### src/rtl/imem_buf_pkg.sv
// Shared types and helpers for the two-entry instruction line buffer.
// Line geometry is fixed at 256 bits (eight 32-bit words).
package imem_buf_pkg;

  typedef enum logic [1:0] {
    IDLE,
    FILL,
    PREF
  } state_t;

  localparam int ADDR_W         = 32;
  localparam int LINE_BYTES     = 32;
  localparam int WORDS_PER_LINE = 8;
  localparam int TAG_WIDTH      = ADDR_W - 5;

  // Word 0 sits in the top 32 bits: byte at the line base is bits [255:248].
  function automatic logic [31:0] line_word(
    input logic [255:0] line,
    input logic [2:0]   idx
  );
    logic [7:0] base;
    base      = 8'd255 - {idx, 5'd0};
    line_word = line[base -: 32];
  endfunction

endpackage

### src/rtl/imem_line_entry.sv
// One resident line: valid bit, tag and data with lookup compares
// for the demand address and the prefetch candidate.
module imem_line_entry
  import imem_buf_pkg::*;
#(
  parameter int TW = TAG_WIDTH
) (
  input  logic           clk,
  input  logic           rst_n,
  input  logic           wr_en,
  input  logic           inv,
  input  logic [TW-1:0]  wr_tag,
  input  logic [255:0]   wr_data,
  input  logic [TW-1:0]  rd_tag,
  input  logic [TW-1:0]  pf_tag,
  input  logic [2:0]     idx,
  output logic           hit,
  output logic           pf_match,
  output logic [31:0]    word
);

  logic          valid;
  logic [TW-1:0] tag;
  logic [255:0]  data;

  always_ff @(posedge clk or negedge rst_n) begin
    if (!rst_n) begin
      valid <= 1'b0;
      tag   <= '0;
      data  <= '0;
    end else begin
      if (wr_en) begin
        valid <= 1'b1;
        tag   <= wr_tag;
        data  <= wr_data;
      end
      if (inv) valid <= 1'b0;
    end
  end

  assign hit      = valid && (tag == rd_tag);
  assign pf_match = valid && (tag == pf_tag);
  assign word     = line_word(data, idx);

endmodule

### src/rtl/imem_line_buffer.sv
// Two-entry instruction line buffer: zero-latency hits, line fills on
// miss, optional sequential next-line prefetch into the other entry.
module imem_line_buffer
  import imem_buf_pkg::*;
#(
  parameter int ADDR_WIDTH  = 32,
  parameter int DATA_WIDTH  = 256,
  parameter int PREFETCH_EN = 1
) (
  input  logic                  clk,
  input  logic                  rst_n,
  input  logic                  p_strobe_i,
  input  logic [ADDR_WIDTH-1:0] p_addr_i,
  output logic [31:0]           p_instr_o,
  output logic                  p_ready_o,
  input  logic                  flush_i,
  output logic                  m_strobe_o,
  output logic [ADDR_WIDTH-1:0] m_addr_o,
  input  logic [DATA_WIDTH-1:0] m_rdata_i,
  input  logic                  m_done_i
);

  localparam int TW = ADDR_WIDTH - 5;

  state_t        state;
  logic          lru;
  logic          tgt;
  logic          discard;
  logic [1:0]    hit;
  logic [1:0]    pf_match;
  logic [1:0]    wr_en;
  logic [31:0]   word [2];
  logic [TW-1:0] req_tag;
  logic [TW-1:0] fill_tag;
  logic [TW-1:0] next_tag;
  logic          done_x;
  logic          pf_ok;
  logic          miss;
  logic          unused_bits;

  assign unused_bits = ^p_addr_i[1:0];

  assign req_tag   = p_addr_i[ADDR_WIDTH-1:5];
  assign fill_tag  = m_addr_o[ADDR_WIDTH-1:5];
  assign next_tag  = fill_tag + TW'(1);

  assign p_ready_o = p_strobe_i && (|hit) && !flush_i;
  assign p_instr_o = hit[1] ? word[1] : word[0];
  assign miss      = p_strobe_i && !p_ready_o;

  // Done only counts while our own request is on the bus.
  assign done_x   = m_done_i && m_strobe_o && (state != IDLE);
  assign wr_en[0] = done_x && !discard && !flush_i && !tgt;
  assign wr_en[1] = done_x && !discard && !flush_i && tgt;

  assign pf_ok = (PREFETCH_EN != 0) && !pf_match[~tgt] && !(&fill_tag);

  for (genvar i = 0; i < 2; i++) begin : g_ent
    imem_line_entry #(
      .TW(TW)
    ) u_ent (
      .clk      (clk),
      .rst_n    (rst_n),
      .wr_en    (wr_en[i]),
      .inv      (flush_i),
      .wr_tag   (fill_tag),
      .wr_data  (m_rdata_i[255:0]),
      .rd_tag   (req_tag),
      .pf_tag   (next_tag),
      .idx      (p_addr_i[4:2]),
      .hit      (hit[i]),
      .pf_match (pf_match[i]),
      .word     (word[i])
    );
  end

  always_ff @(posedge clk or negedge rst_n) begin
    if (!rst_n) begin
      state      <= IDLE;
      lru        <= 1'b0;
      tgt        <= 1'b0;
      discard    <= 1'b0;
      m_strobe_o <= 1'b0;
      m_addr_o   <= '0;
    end else begin
      if (p_ready_o) lru <= hit[0];
      if (flush_i && state != IDLE) discard <= 1'b1;
      unique case (state)
        IDLE: begin
          if (miss) begin
            state      <= FILL;
            m_strobe_o <= 1'b1;
            m_addr_o   <= {req_tag, 5'b0};
            tgt        <= lru;
            discard    <= 1'b0;
          end
        end
        FILL: begin
          if (done_x) begin
            m_strobe_o <= 1'b0;
            if (discard || flush_i) begin
              state   <= IDLE;
              discard <= 1'b0;
            end else begin
              lru <= ~tgt;
              if (pf_ok) begin
                state    <= PREF;
                m_addr_o <= m_addr_o + ADDR_WIDTH'(LINE_BYTES);
                tgt      <= ~tgt;
              end else begin
                state <= IDLE;
              end
            end
          end
        end
        PREF: begin
          // Strobe rises one cycle late so it never follows a done.
          if (!m_strobe_o) begin
            m_strobe_o <= 1'b1;
          end else if (done_x) begin
            m_strobe_o <= 1'b0;
            state      <= IDLE;
            discard    <= 1'b0;
          end
        end
        default: state <= IDLE;
      endcase
    end
  end

endmodule

### config.mk
export PLATFORM = sky130hd
export DESIGN_NAME = imem_line_buffer
export DESIGN_NICKNAME = d
export VERILOG_FILES = /design/src/rtl/imem_buf_pkg.sv /design/src/rtl/imem_line_entry.sv /design/src/rtl/imem_line_buffer.sv
export SDC_FILE = /design/constraint.sdc
export NUM_CORES = 1
export LEC_CHECK = 0
export BUFFER_PORTS_ARGS = -buffer_cell sky130_fd_sc_hd__buf_2
export CORE_UTILIZATION = 35
export DETAILED_ROUTE_END_ITERATION = 8
export PLACE_DENSITY_LB_ADDON = 0.3
export SLEW_MARGIN = 20
export SYNTH_ARGS = -nofsm -noshare
export SYNTH_HDL_FRONTEND = slang
export SYNTH_HIERARCHICAL = 1
export SYNTH_SLANG_ARGS = --single-unit
### constraint.sdc
create_clock -name clk -period 10 [get_ports clk]
set_input_delay 2 -clock clk [delete_from_list [all_inputs] [get_ports clk]]
set_output_delay 2 -clock clk [all_outputs]
set_load 0.05 [all_outputs]
After elaboration in Yosys (flattened, before gate mapping)
Cells that the tools add are included.
Widths: inputs -> output; s select.
{"block": "totals", "elab_cells": 104, "register_bits": 606, "inputBits": 293}
{"block": "classes", "reduce_logical": 33, "mux": 40, "bitwise_logic": 1, "n_eq_ne": 12, "n_shift": 2, "magnitude_cmp": 1, "add_sub_neg": 3}
{"cell": "$shiftx 287x9->32", "n": 2}
{"cell": "$mux 32", "n": 5}
{"cell": "$eq 27x27->1", "n": 4}
{"cell": "$pmux 32 s2", "n": 1}
{"cell": "$add 32x6->32 const B", "n": 1}
{"cell": "$add 27x1->27 const B", "n": 1}
{"cell": "$reduce_and 27->1", "n": 1}
{"cell": "$mux 1", "n": 24}
{"cell": "$logic_and 1x1->1", "n": 15}
{"cell": "$mux 2", "n": 6}
{"cell": "$ne 2x2->1 const B", "n": 6}
{"cell": "$reduce_bool 2->1", "n": 4}
{"cell": "$sub 8x8->8 const A", "n": 1}
{"cell": "$logic_not 1->1", "n": 6}
{"cell": "$pmux 1 s3", "n": 2}
{"cell": "$pmux 2 s3", "n": 1}
{"cell": "$reduce_and 5->1", "n": 1}
{"cell": "$reduce_and 4->1", "n": 1}
{"cell": "$reduce_and 3->1", "n": 1}
{"cell": "$reduce_bool 3->1", "n": 1}
{"cell": "$eq 2x1->1 const B", "n": 1}
{"cell": "$eq 2x2->1 const B", "n": 1}
{"cell": "$logic_not 2->1", "n": 1}
{"cell": "$lt 1x2->1 const B", "n": 1}
{"cell": "4 further kinds", "n": 4}

Logic depth before layout (Yosys ltp)
{"block": "depth", "depth_word": 11, "mapped_depth": 16}

Cells and area by module
The synthesis kept the hierarchy.
{"mod": "imem_line_entry", "area_per_inst_um2": 13121.3, "seq_area_each_um2": 7106.8, "instances": 2, "cells_each": 787}
{"mod": "imem_line_buffer", "area_per_inst_um2": 2862.7, "seq_area_each_um2": 825.8, "instances": 1, "cells_each": 326}

Worst setup path after synthesis
No wires, ideal clock.
{"block": "synth_timing", "path_kind": "input-to-output", "startpoint": "in p_addr_i[5]", "endpoint": "out p_instr_o[10]", "cell_stages": 7, "path_slack_ns": 4.034, "t_arrival_ns": 3.966, "n_path_buf": 2, "required_ns": 8.000, "cell_sequence": "xnor2_1 nand4_1 or4_1 nor4_1 clkbuf_1 clkbuf_1 mux2_2"}
{"block": "synth_via", "elab_chain_cells": 3}
{"element": "start: declaration", "line_no": "imem_line_buffer.sv:13", "text": "input logic [ADDR_WIDTH-1:0] p_addr_i,"}
{"element": "$eq 27x27->1", "line_no": "imem_line_entry.sv:41", "text": "assign hit = valid && (tag == rd_tag);"}
{"element": "$logic_and 1x1->1", "line_no": "imem_line_entry.sv:41"}
{"element": "named net hit[1]", "line_no": "imem_line_buffer.sv:29", "text": "logic [1:0] hit;"}
{"element": "$mux 32", "line_no": "imem_line_buffer.sv:48", "text": "assign p_instr_o = hit[1] ? word[1] : word[0];"}
{"element": "end: declaration", "line_no": "imem_line_buffer.sv:14", "text": "output logic [31:0] p_instr_o,"}
The timed path passes the listed nets, and every way through them passes these cells.

==> flow_summary.html <==
<table>
<tr><th>Metric</th><th>Value</th></tr>
<tr><th colspan="2">Run status</th></tr>
<tr><td>Outcome</td><td>complete, no violations</td></tr>
<tr><th colspan="2">Die</th></tr>
<tr><td>Ports placed on the boundary</td><td>359</td></tr>
<tr><td>Core Box Area</td><td>82240 µm²</td></tr>
<tr><td>Die ar.</td><td>84310 µm²</td></tr>
<tr><td>Number of placement rows</td><td>105</td></tr>
<tr><td>Vertical die dimension</td><td>290.4 µm</td></tr>
<tr><td>Die width</td><td>290.4 µm</td></tr>
<tr><td>Starting Density</td><td>0.3539</td></tr>
<tr><th colspan="2">STA</th></tr>
<tr><td>Number of hold-slack violations in the final timing report</td><td>0</td></tr>
<tr><td>Setup repair after global routing missed its margin</td><td>false</td></tr>
<tr><td>Final critical delay including setup and external delays</td><td>6946 ps</td></tr>
<tr><td>Max-slew violations</td><td>0</td></tr>
<tr><td>Tightest Pin Transition</td><td>1240 ps</td></tr>
<tr><td>Setup total negative slack</td><td>0 ps</td></tr>
<tr><td>Final Cycle Share</td><td>0.6946</td></tr>
<tr><td>Relative slew margins</td><td>0.1732</td></tr>
<tr><td>Clock Skews</td><td>26.27 ps</td></tr>
<tr><td>Highest Clock Rate</td><td>144.0 MHz</td></tr>
<tr><td>Count of endpoints failing setup in the final report</td><td>0</td></tr>
<tr><th colspan="2">Clock tree</th></tr>
<tr><td>Post-CTS Setup Bufs</td><td>0</td></tr>
<tr><td>Clock root buffer master</td><td>sky130_fd_sc_hd__clkbuf_16</td></tr>
<tr><td>Maximum root-to-sink buffer count</td><td>3</td></tr>
<tr><td>TritonCTS Buffers</td><td>72</td></tr>
<tr><td>Number of buffers inserted by hold repair at cts</td><td>0</td></tr>
<tr><td>Clock tree from TritonCTS</td><td>yes</td></tr>
<tr><td>Clock insertion delay at the later pin of the skew report</td><td>620 ps</td></tr>
<tr><td>Worst-path clk slew</td><td>50 ps</td></tr>
<tr><td>H-tree lvl count</td><td>3</td></tr>
<tr><td>Number of clock sinks seen by CTS</td><td>601</td></tr>
<tr><td>Cells resized by post-CTS repair</td><td>0</td></tr>
<tr><th colspan="2">Min path</th></tr>
<tr><td>Hold Crit Class</td><td>reg -&gt; reg</td></tr>
<tr><td>Worst hold stages</td><td>1</td></tr>
<tr><th colspan="2">Worst setup path</th></tr>
<tr><td>Data arrival time of the critical path</td><td>4950 ps</td></tr>
<tr><td>Cell-by-cell listing of the critical path</td><td>clkbuf_8 &gt; buf_4 &gt; mux4_1 &gt; mux2_2 &gt; mux2_2 &gt; buf_2</td></tr>
<tr><td>Data required time of the worst path</td><td>8000 ps</td></tr>
<tr><td>Worst path max stage delay</td><td>770 ps</td></tr>
<tr><td>Combined buffer and inverter count along the critical path</td><td>3</td></tr>
<tr><td>Element type at the critical path end</td><td>primary output</td></tr>
<tr><td>Sort of element at the start of the critical path</td><td>input pin</td></tr>
<tr><td>Cell occurring most often along the worst timing path</td><td>sky130_fd_sc_hd__mux2_2</td></tr>
<tr><td>Worst-case reg-to-reg path depth</td><td>15</td></tr>
<tr><td>Number of logic stages on the critical path including buffering</td><td>6</td></tr>
<tr><td>Type of the worst setup path</td><td>in -&gt; out</td></tr>
<tr><td>Largest delay contributor family on the critical path</td><td>buffers and inverters</td></tr>
<tr><td>Cell type of the slowest stage on the worst timing path</td><td>sky130_fd_sc_hd__mux4_1</td></tr>
<tr><td>Peak fanout along the critical path</td><td>78</td></tr>
<tr><th colspan="2">Final layout</th></tr>
<tr><td>Area occupied by multi-input gates</td><td>13390 µm²</td></tr>
<tr><td>Most frequent cells in the layout</td><td>sky130_fd_sc_hd__mux2_2, sky130_fd_sc_hd__dfrtp_1, sky130_fd_sc_hd__buf_2</td></tr>
<tr><td>Synthesis-to-layout area growth</td><td>17.67%</td></tr>
<tr><td>Layout cell share with drive strength beyond 1</td><td>0.5330</td></tr>
<tr><td>Layout Cell Area excl Fill</td><td>34250 µm²</td></tr>
<tr><td>Leading cell type in the layout, fill and taps excluded</td><td>sky130_fd_sc_hd__mux2_2</td></tr>
<tr><td>Register area</td><td>15040 µm²</td></tr>
<tr><td>Total number of nets in the final design</td><td>2512</td></tr>
<tr><td>Fillers</td><td>7578</td></tr>
<tr><th colspan="2">Synth</th></tr>
<tr><td>Asr flop ratio synth</td><td>1.000</td></tr>
<tr><td>Count of cell types in the netlist</td><td>52</td></tr>
<tr><td>Number of synthesized register bits</td><td>601</td></tr>
<tr><td>Sequential-to-total area share from yosys stat</td><td>0.5167</td></tr>
<tr><td>Total number of yosys warnings</td><td>6</td></tr>
<tr><td>Number of synthesized flops with an enable pin</td><td>0</td></tr>
<tr><td>Primary FF master, synth</td><td>sky130_fd_sc_hd__dfrtp_1</td></tr>
<tr><td>Avg Synthesized Cell Area</td><td>15.32 µm²</td></tr>
<tr><td>Cells after synthesis</td><td>1900</td></tr>
<tr><td>Summed instance area of the synthesized netlist</td><td>29110 µm²</td></tr>
<tr><th colspan="2">Routing</th></tr>
<tr><td>Number of detailed-routing iterations run before antenna repair</td><td>5</td></tr>
<tr><td>Routed wire length per instance</td><td>22.52 µm</td></tr>
<tr><td>DRT Wirelength</td><td>75570 µm</td></tr>
<tr><td>Starting DRT DRC Count</td><td>789</td></tr>
<tr><td>Number of vias per cell after detailed routing</td><td>5.285</td></tr>
<tr><td>Detailed-route via count</td><td>17730</td></tr>
<tr><td>Residual DRC count</td><td>0</td></tr>
<tr><td>Antenna viol nets, final</td><td>0</td></tr>
<tr><th colspan="2">Place</th></tr>
<tr><td>Final GP Congestion</td><td>0.8791</td></tr>
<tr><td>DPL Wire Length</td><td>51340 µm</td></tr>
<tr><td>I/O Buffers</td><td>351</td></tr>
<tr><td>Post-Place Cell Area</td><td>31770 µm²</td></tr>
<tr><th colspan="2">Power</th></tr>
<tr><td>Net switching component of the power</td><td>3.515 mW</td></tr>
<tr><td>PD cells</td><td>311.5 nW/µm²</td></tr>
<tr><td>Portion of total power attributed to sequential cells</td><td>0.411</td></tr>
<tr><td>Internal cell power</td><td>7.154 mW</td></tr>
<tr><td>Lkg Pwr</td><td>14.99 nW</td></tr>
<tr><td>Peak supply drop</td><td>0.0001721 V</td></tr>
<tr><td>Clock network power share</td><td>0.250</td></tr>
<tr><td>Combinational group share of total power</td><td>0.339</td></tr>
<tr><td>Final Total Pwr</td><td>10.67 mW</td></tr>
<tr><td>Switching Fraction</td><td>0.3295</td></tr>
<tr><th colspan="2">Global routing</th></tr>
<tr><td>GR Overflow Total</td><td>0</td></tr>
<tr><td>Pin count of the biggest net entering global routing</td><td>168</td></tr>
<tr><td>Antenna violations before repair</td><td>40</td></tr>
<tr><td>Global-route wire length before repair</td><td>118100 µm</td></tr>
<tr><td>GRT Total Usage</td><td>0.1804</td></tr>
<tr><td>Via count of the first global-routing pass</td><td>19547</td></tr>
<tr><th colspan="2">Run</th></tr>
<tr><td>Max Cap Violations</td><td>0</td></tr>
</table>
[power groups by stage]
| stage | registers, mW | clock network, mW | logic, mW |
|---|---|---|---|
| floorplan | 4.29 | 0 | 2.74 |
| global placement | 4.34 | 0 | 3.54 |
| detailed placement | 4.43 | 0 | 3.65 |
| CTS | 4.39 | 2.75 | 3.66 |
| global route | 4.55 | 2.85 | 3.88 |
| finish | 4.38 | 2.67 | 3.62 |
[layer usage]
metal	track usage	share of wire	vias up
met5	0	0.0039	-
li1	-	-	7837
met1	0.2210	0.41	9243
met3	0.05185	0.064	170
met2	0.3061	0.50	434
met4	0.05631	0.027	46
[final timing paths]
path / to / start / slack (ps)
setup / recovery: p_instr_o[1] / p_addr_i[2] / 3050
hold / removal: g_ent[1].u_ent/data[70]$_DFFE_PN0P_ / g_ent[1].u_ent/data[70]$_DFFE_PN0P_ / 500
setup reg to reg: m_addr_o[10]$_DFFE_PN0P_ / m_addr_o[6]$_DFFE_PN0P_ / 4330
hold reg to reg: g_ent[1].u_ent/data[70]$_DFFE_PN0P_ / g_ent[1].u_ent/data[70]$_DFFE_PN0P_ / 500
max in group asynchronous: g_ent[1].u_ent/tag[1]$_DFFE_PN0P_ / rst_n / 6260
min in group asynchronous: g_ent[1].u_ent/data[209]$_DFFE_PN0P_ / rst_n / 1430
[synth_stat cells (2+ instances only)]
library cell,count,share of area
sky130_fd_sc_hd__mux4_1,80,0.072
sky130_fd_sc_hd__nor3_1,9,0.0015
sky130_fd_sc_hd__xor2_1,7,0.0021
sky130_fd_sc_hd__dfrtp_1,601,0.52
sky130_fd_sc_hd__nand3b_1,3,0.00077
sky130_fd_sc_hd__buf_1,8,0.0010
sky130_fd_sc_hd__nand2_1,25,0.0032
sky130_fd_sc_hd__buf_6,14,0.0054
sky130_fd_sc_hd__buf_2,68,0.012
sky130_fd_sc_hd__nor3b_1,3,0.00077
sky130_fd_sc_hd__inv_1,4,0.00052
sky130_fd_sc_hd__buf_4,6,0.0015
sky130_fd_sc_hd__a31oi_1,5,0.0011
sky130_fd_sc_hd__nor2_1,21,0.0027
sky130_fd_sc_hd__a211oi_1,17,0.0044
sky130_fd_sc_hd__o21ai_0,16,0.0028
sky130_fd_sc_hd__nand3_1,14,0.0024
sky130_fd_sc_hd__a21oi_1,5,0.00086
sky130_fd_sc_hd__a2bb2oi_1,11,0.0033
sky130_fd_sc_hd__clkbuf_1,36,0.0046
sky130_fd_sc_hd__mux2_2,666,0.26
sky130_fd_sc_hd__xnor2_1,126,0.038
sky130_fd_sc_hd__or4_1,4,0.0010
sky130_fd_sc_hd__and4_1,6,0.0018
sky130_fd_sc_hd__o31ai_1,5,0.0013
sky130_fd_sc_hd__nand4_1,36,0.0077
sky130_fd_sc_hd__mux4_2,48,0.037
sky130_fd_sc_hd__o22ai_1,12,0.0026
sky130_fd_sc_hd__o22a_1,7,0.0021
sky130_fd_sc_hd__nor4_1,5,0.0011
sky130_fd_sc_hd__and3_1,6,0.0013
sky130_fd_sc_hd__or3_1,2,0.00043
sky130_fd_sc_hd__mux2i_1,5,0.0017
[final cells by class]
cell class / instances / area share
flip-flops and latches: 601 / 0.4391
multi-input cells: 1167 / 0.3909
clock buffers: 105 / 0.06181
repair buffers: 372 / 0.05816
well taps: 1070 / 0.03909
clock inverters: 25 / 0.009645
diodes: 11 / 0.0008037
inverters: 4 / 0.0004384
[per-stage QoR]
stage          std cells  hold slack [ps]  setup WS (ps)  utilization
2_1_floorplan       1904            472.0           4034            -
3_3_place_gp        3214            481.1           3005       0.3864
3_5_place_dp        3214            486.4           2971       0.3864
4_1_cts             3344            499.3           2971       0.4161
5_1_grt             3352            511.5           2875       0.4164
6_report            3355            495.9           3054       0.4164
[logic make-up (layout without fill, tap and decap cells)]
family                   after synthesis  after routing  synth area share
AO/OA/AOI/OAI                         86             86           0.02068
XOR/XNOR                             133            133           0.04002
adder cells (fa/ha/maj)                1              1         0.0004298
buffers and inverters                136            506           0.02485
flip-flops                           601            601            0.5167
multiplexers                         799            799            0.3688
other                                  1             16         0.0001288
AND/OR/NAND/NOR                      143            143           0.02842
[flip-flops by register name, summed over array words and instances, names as in the netlist]
| register | flops |
|---|---|
| g_ent.u_ent/data | 512 |
| g_ent.u_ent/tag | 54 |
| m_addr_o | 27 |
| g_ent.u_ent/valid | 2 |
| state | 2 |
| discard | 1 |
| lru | 1 |
| m_strobe_o | 1 |
| tgt | 1 |
No activity file was read; power rests on OpenSTA's default activity.
